`config.mk`:
```
export PLATFORM = sky130hd
export DESIGN_NAME = pet_memctl
export DESIGN_NICKNAME = d
export VERILOG_FILES = /design/src/rtl/pet_memctl.sv
export SDC_FILE = /design/constraint.sdc
export NUM_CORES = 1
export LEC_CHECK = 0
export BUFFER_PORTS_ARGS = -buffer_cell sky130_fd_sc_hd__buf_2
export CORE_MARGIN = 10
export CORE_UTILIZATION = 40
export CTS_CLUSTER_DIAMETER = 200
export DETAILED_ROUTE_END_ITERATION = 12
export GPL_ROUTABILITY_DRIVEN = 0
export PLACE_DENSITY = 0.81
export SLEW_MARGIN = 20
export SYNTH_ARGS = -nofsm -noshare
export SYNTH_HDL_FRONTEND = slang
export SYNTH_SLANG_ARGS = --single-unit
export TNS_END_PERCENT = 50
```
`constraint.sdc`:
```
create_clock -name clk -period 2.1 [get_ports clk]
set_clock_uncertainty 0.15 [all_clocks]
set_input_delay 0.21 -clock clk [delete_from_list [all_inputs] [get_ports clk]]
set_output_delay 0.21 -clock clk [all_outputs]
set_load 0.03 [all_outputs]
```
`src/rtl/pet_memctl.sv`:
```
// PET memory-map controller: CPU address decode, 8096-style expansion banking,
// and a shared physical RAM port arbitrated between the CPU and a DMA requester.
module pet_memctl #(
    parameter int unsigned RAM_DEPTH = 15,
    parameter bit          EXP_EN    = 1'b1,
    parameter logic [15:0] CTRL_ADDR = 16'hFFF0
) (
    input  logic        clk,
    input  logic        reset,
    input  logic        ce_1m,
    input  logic [15:0] addr,
    input  logic [7:0]  data_in,
    input  logic        we,
    output logic [7:0]  data_out,
    input  logic [7:0]  ram_q,
    input  logic [7:0]  vram_q,
    input  logic [7:0]  io_q,
    input  logic [7:0]  rom_q,
    output logic [16:0] mem_addr,
    output logic [7:0]  mem_din,
    output logic        mem_we,
    output logic        vram_we,
    output logic        io_we,
    input  logic        dma_req,
    input  logic [16:0] dma_addr,
    input  logic [7:0]  dma_din,
    input  logic        dma_we,
    output logic        dma_ack,
    output logic [7:0]  dma_dout
);

    localparam int unsigned RAM_SIZE = 32'd1 << RAM_DEPTH;
    localparam logic [16:0] EXP_BASE = 17'h08000;
    localparam logic [7:0]  OPEN_BUS = 8'h55;

    typedef enum logic [2:0] {SEL_NONE, SEL_RAM, SEL_VRAM, SEL_IO, SEL_ROM} sel_t;
    typedef enum logic [1:0] {IDLE, WAIT, ACC, ACK} dma_state_t;

    logic [7:0]  ctrl;
    sel_t        sel;
    sel_t        sel_q;
    dma_state_t  state;
    logic [16:0] cpu_addr;
    logic [1:0]  bank;
    logic        wp;
    logic        base_ok;
    logic        in_io;
    logic        ctrl_hit;
    logic        cpu_wr;
    logic        dma_port;

    // Address decode: region, physical RAM address and write-protect for the CPU access
    always_comb begin
        sel      = SEL_NONE;
        cpu_addr = {2'b00, addr[14:0]};
        wp       = 1'b0;
        base_ok  = 32'(addr[14:0]) < RAM_SIZE;
        in_io    = (addr[15:11] == 5'b11101);
        bank     = addr[14] ? {1'b1, ctrl[3]} : {1'b0, ctrl[2]};
        if (!addr[15]) begin
            if (base_ok) sel = SEL_RAM;
        end else if (ctrl[7]) begin
            if (ctrl[5] && addr[14:12] == 3'b000) begin
                sel = SEL_VRAM;
            end else if (ctrl[6] && in_io) begin
                sel = SEL_IO;
            end else begin
                sel      = SEL_RAM;
                cpu_addr = EXP_BASE + {1'b0, bank, addr[13:0]};
                wp       = addr[14] ? ctrl[1] : ctrl[0];
            end
        end else begin
            if (addr[14:11] == 4'b0000)     sel = SEL_VRAM;
            else if (addr[14:12] == 3'b000) sel = SEL_NONE;
            else if (in_io)                 sel = SEL_IO;
            else                            sel = SEL_ROM;
        end
    end

    // Physical port: DMA only gets it in WAIT on a cycle the CPU is not using
    assign ctrl_hit = (addr == CTRL_ADDR);
    assign cpu_wr   = ce_1m & we & ~ctrl_hit;
    assign dma_port = (state == WAIT) & ~ce_1m;
    assign mem_addr = dma_port ? dma_addr : cpu_addr;
    assign mem_din  = dma_port ? dma_din : data_in;
    assign mem_we   = dma_port ? dma_we : (cpu_wr & (sel == SEL_RAM) & ~wp);
    assign vram_we  = cpu_wr & (sel == SEL_VRAM);
    assign io_we    = cpu_wr & (sel == SEL_IO);

    always_ff @(posedge clk or posedge reset) begin
        if (reset) begin
            ctrl <= 8'h00;
        end else if (EXP_EN && ce_1m && we && ctrl_hit) begin
            ctrl <= data_in;
        end
    end

    always_ff @(posedge clk or posedge reset) begin
        if (reset) begin
            sel_q <= SEL_NONE;
        end else if (ce_1m) begin
            sel_q <= sel;
        end
    end

    always_comb begin
        data_out = OPEN_BUS;
        case (sel_q)
            SEL_RAM:  data_out = ram_q;
            SEL_VRAM: data_out = vram_q;
            SEL_IO:   data_out = io_q;
            SEL_ROM:  data_out = rom_q;
            default:  data_out = OPEN_BUS;
        endcase
    end

    // DMA arbiter; ram_q in ACC holds the data addressed during the WAIT access
    always_ff @(posedge clk or posedge reset) begin
        if (reset) begin
            state    <= IDLE;
            dma_ack  <= 1'b0;
            dma_dout <= 8'h00;
        end else begin
            dma_ack <= 1'b0;
            case (state)
                IDLE: if (dma_req) state <= WAIT;
                WAIT: if (!ce_1m) state <= ACC;
                ACC: begin
                    dma_dout <= ram_q;
                    dma_ack  <= 1'b1;
                    state    <= ACK;
                end
                ACK:     state <= IDLE;
                default: state <= IDLE;
            endcase
        end
    end

endmodule

```
# == Word level (Yosys, flattened, before mapping) ==
# Cells that the tools add are included.
# Widths: inputs -> output; s select.
# totals
wordCells,63
out_inout_bits,45
inputBits,87
register_bits,22
# classes
addsub,1
n_bitwise,10
n_reduce_logical,8
n_mux,25
eq_ne,14
# ops
op,count
$mux 17,5
$pmux 8 s4,1
$add 16x16->17 const A,1
$eq 16x16->1 const B,1
$mux 3,5
$eq 3x2->1 const B,4
$mux 2,5
$mux 8,1
$pmux 2 s4,1
$and 1x1->1,7
$mux 1,7
$eq 3x1->1 const B,2
$eq 5x5->1 const B,1
$eq 2x2->1 const B,2
$logic_and 1x1->1,4
$logic_not 4->1,1
$ne 2x2->1 const B,2
$eq 3x3->1 const B,1
$logic_not 3->1,1
$not 1->1,3
$eq 2x1->1 const B,1
$logic_not 2->1,1
$reduce_and 2->1,1

# == Depth between registers and ports, before layout ==
# logic_depth
ltp_word,10
depth_mapped,7
depth_no_buf,6

# == Worst setup path after synthesis ==
# No wires, ideal clock.
# synth_path
kind,reg-to-output
from,reg state[1]
to,out mem_addr[15]
t_required_ns,1.740
path_stages_with_launch,6
path_buffers,1
t_arrival_ns,2.017
slack_ns,-0.277
path_cell_list,dfrtp_1 inv_1 ha_1 nor2b_1 clkbuf_1 o41ai_1
# synth_via
elab_chain_cells,3
# synth_rtl
element,line_no,text
from (decl),42,dma_state_t state;
from (signal assigned),120,state <= IDLE;
from (signal assigned),126,IDLE: if (dma_req) state <= WAIT;
from (signal assigned),127,WAIT: if (!ce_1m) state <= ACC;
$eq 2x1->1,83,assign dma_port = (state == WAIT) & ~ce_1m;
$and 1x1->1,83,
$mux 17,84,assign mem_addr = dma_port ? dma_addr : cpu_addr;
to (decl),19,"output logic [16:0] mem_addr,"
# Every way passes these cells.

# == Worst setup path after layout ==
# layout_path
from,reg ctrl[5]
to,out vram_we
# layout_via
elab_chain_cells,6
# layout_rtl
element,line_no,text
from (decl),39,logic [7:0] ctrl;
from (signal assigned),94,ctrl <= data_in;
$logic_and 1x1->1,63,if (ctrl[5] && addr[14:12] == 3'b000) begin
$mux 2,63,
$mux 3,62,end else if (ctrl[7]) begin
$mux 3,60,if (!addr[15]) begin
$eq 3x2->1,87,assign vram_we = cpu_wr & (sel == SEL_VRAM);
$and 1x1->1,87,
to (decl),22,"output logic vram_we,"
# Every way passes these cells.

==> flow_summary_export.csv <==
group,metric,value,unit
final_layout,antenna_cells,0,
sta,layout_worst_path_cycle_share,104.6,%
clock_network,cts_made_buffers,3,
clock_network,cts_tree,"done",
yosys,ys.flop_type,"dfrtp_1",
clock_network,cts.sinks,21,
yosys,ys_ff_latch,21,
drt,drc,0,
pwr,power.share.sequential,23.4,%
sta,setup_tns,-777.0,ps
sta,period_minus_slack,2196,ps
sta,final.setup.worst_slack,-95.75,ps
sta,setup_violations,24,
floorplan,die_area,0.007271,mm^2
clock_network,clk_latency,260,ps
grt,grt_start_max_net_pins,22,
run_status,status,"finished, violations left",
pwr,power_density,864.3,mW/mm^2
yosys,synth_edf_count,0,
floorplan,rows,23,
placed_design,place_hpwl,5.335,mm
pwr,p_int,1439,uW
yosys,synth_warnings,0,
floorplan,core,0.004058,mm^2
drt,num_vias,1972,
yosys,synth.top_cell.area_share,30.84,%
drt,viasPerCell,5.359,
sta,clock.fmax,455.4,MHz
drt,dr.first_iter.drc_count,72,
final_layout,area_growth,72.91,%
grt,antenna_found_initial,0,
critical_path,critPathKind,"register to output port",
final_layout,seqCellArea,531.8,um^2
yosys,syn_area,0.001704,mm^2
final_layout,final_cell_mix,"buf_2 (106), buf_6 (22), mux2_2 (19), buf_4 (19), dfrtp_1 (18)",
sta,rsz0062_at_grt,"yes",
final_layout,nets,410,
critical_path,start_kind,"register",
final_layout,finalNonFillerCells,368,
yosys,synth_seq_area_share,30.84,%
placed_design,portBuffers,131,
final_layout,num-fill-cells,299,
clock_network,cts_buffer_depth,2,
grt,grt_pass1_wl,10.47,mm
yosys,synthArstFlopShare,100.0,%
final_layout,multiInputGateArea,0.001255,mm^2
grt,gr-total-overflow,0,
placed_design,place_inst,353,
sta,finalHoldViolations,0,
drt,wl_per_cell,19.21,um
yosys,synth_area_leaders,"dfrtp_1 (31%), mux2_2 (23%), mux2_1 (4.6%)",
floorplan,start_util,42.00,%
yosys,synthDistinctLibCells,41,
pwr,leakage,0.001460,uW
drt,ant_nets,0,
floorplan,die_h,85.27,um
critical_path,crit_path_end_kind,"output port",
sta,timing.slew.headroom,64.65,%
run_status,violations,"setup timing",
pwr,ir_worst_vdd,0.5334,mV
yosys,syn_nets,264,
critical_path,arrival,1840,ps
sta,slew_viol_final,0,
yosys,syn-instance-count,173,
drt,routed_wl,7.071,mm
hold_path,hold_class,"input port to register",
placed_design,placed_cell_area,0.002466,mm^2
grt,track_usage,17.22,%
pwr,clockPowerShare,10.6,%
sta,worst_pin_slew,526.1,ps
critical_path,worstPathMaxFanout,4,
clock_network,clk_pin_slew_worst_paths,80,ps
yosys,yosysTopAreaCell,"dfrtp_1",
floorplan,io_pins,132,
final_layout,stdcell_area,0.002947,mm^2
pwr,p_sw,1107,uW
pwr,p_sw_share,43.48,%
final_layout,drive_above_1_share,66.98,%
final_layout,final_common_cell,"buf_2",
clock_network,htree_num_levels,1,
grt,grt_pass1_vias,2125,
floorplan,die_w,85.27,um
yosys,synth.avg_cell_area,9.850,um^2
pwr,combPwrFrac,66.1,%
drt,drt-pass1-iter-count,4,
clock_network,root_buffer,"clkbuf_8",
critical_path,cp.required,1740,ps
job,maxCapViolCount,0,
## per-layer routing
layer / vias up / GRT usage, % / share of wire (%)
met5: - / 0 / 0
met4: 0 / 8.533 / 3.9
met3: 22 / 3.442 / 5.0
met2: 66 / 32.83 / 56
met1: 951 / 17.08 / 35
li1: 933 / - / -
## synth_stat cells (3+ instances only)
cell,n
nand2_1,14
mux2_1,7
a22oi_1,6
mux2_2,35
a21oi_1,6
ha_1,4
nor2_1,9
o21ai_0,10
clkbuf_1,5
nor2b_1,3
buf_2,4
dfrtp_1,21
inv_1,8
mux2i_1,5
## final cells by class
| type | instances | area share, % |
|---|---|---|
| inverter | 8 | 1.019 |
| sequential | 21 | 18.05 |
| tap | 50 | 2.123 |
| clock inverter | 1 | 0.1699 |
| timing repair buffer | 152 | 34.65 |
| clock buffer | 3 | 1.401 |
| multi-input combinational | 133 | 42.59 |
## power by group through the flow
| stage | clock [uW] | combinational, uW | sequential, uW |
|---|---|---|---|
| after detailed placement | 0 | 1330 | 593 |
| after CTS | 271 | 1490 | 587 |
| after global routing | 297 | 1780 | 612 |
| after global placement | 0 | 1310 | 586 |
| final | 269 | 1680 | 595 |
| after floorplan | 0 | 727 | 760 |
## state kept, by name (all words and copies together) (netlist names)
signal and cells:
ctrl 7, dma_ack 1, sel_q 3, state 2
dma_dout 8
## stage by stage
step                      utilization (%)  setup WS, ps  hold WS (ps)  power [uW]
final                               72.62        -95.75         27.17        2547
after global routing                72.62        -194.2         39.34        2691
after CTS                           67.65        -73.06         30.17        2348
after detailed placement            60.78         54.42         105.2        1927
after global placement              60.78         103.5         99.59        1893
after floorplan                         -        -85.55         36.53        1487
## worst paths after layout
kind                       depth (start not counted)  slack, ps        from          end
setup / recovery                                   5       -100     ctrl[5]      vram_we
hold / removal                                     2         30  data_in[5]      ctrl[5]
max in group asynchronous                          4       1180       reset     sel_q[0]
hold reg to reg                                    1        340     ctrl[2]      ctrl[2]
min in group asynchronous                          4        370       reset     state[0]
setup reg to reg                                   3        440    state[0]  dma_dout[0]
## worst max-delay path: stages (launching register included)
cell	delay, ps
dfrtp_1	360
or4b_4	530
o311ai_4	110
o311ai_4	170
nor3b_2	220
buf_4	190
## logic make-up (layout without fill, tap and decap cells)
family                     count (synthesis)  in the layout  share of synthesized area, %
and+or+nand+nor                           46             46                         16.15
buffers and inverters                     19            164                         4.919
AOI/OAI and AO/OA                         36             36                         14.46
muxes                                     47             47                         30.69
adders and majority gates                  4              4                         2.937
DFF                                       21             21                         30.84
## timing repair
item / 4_1_cts / 5_1_grt
endpoints found under the hold margin: 21 / 0
setup buffers: 3 / 4
gates cloned: 0 / 3
gates resized for setup: 56 / 27
setup endpoints to repair: 34 / 34
pin swaps: 5 / 0
hold buffers: 1 / 0
No activity file was read; power rests on OpenSTA's default activity.
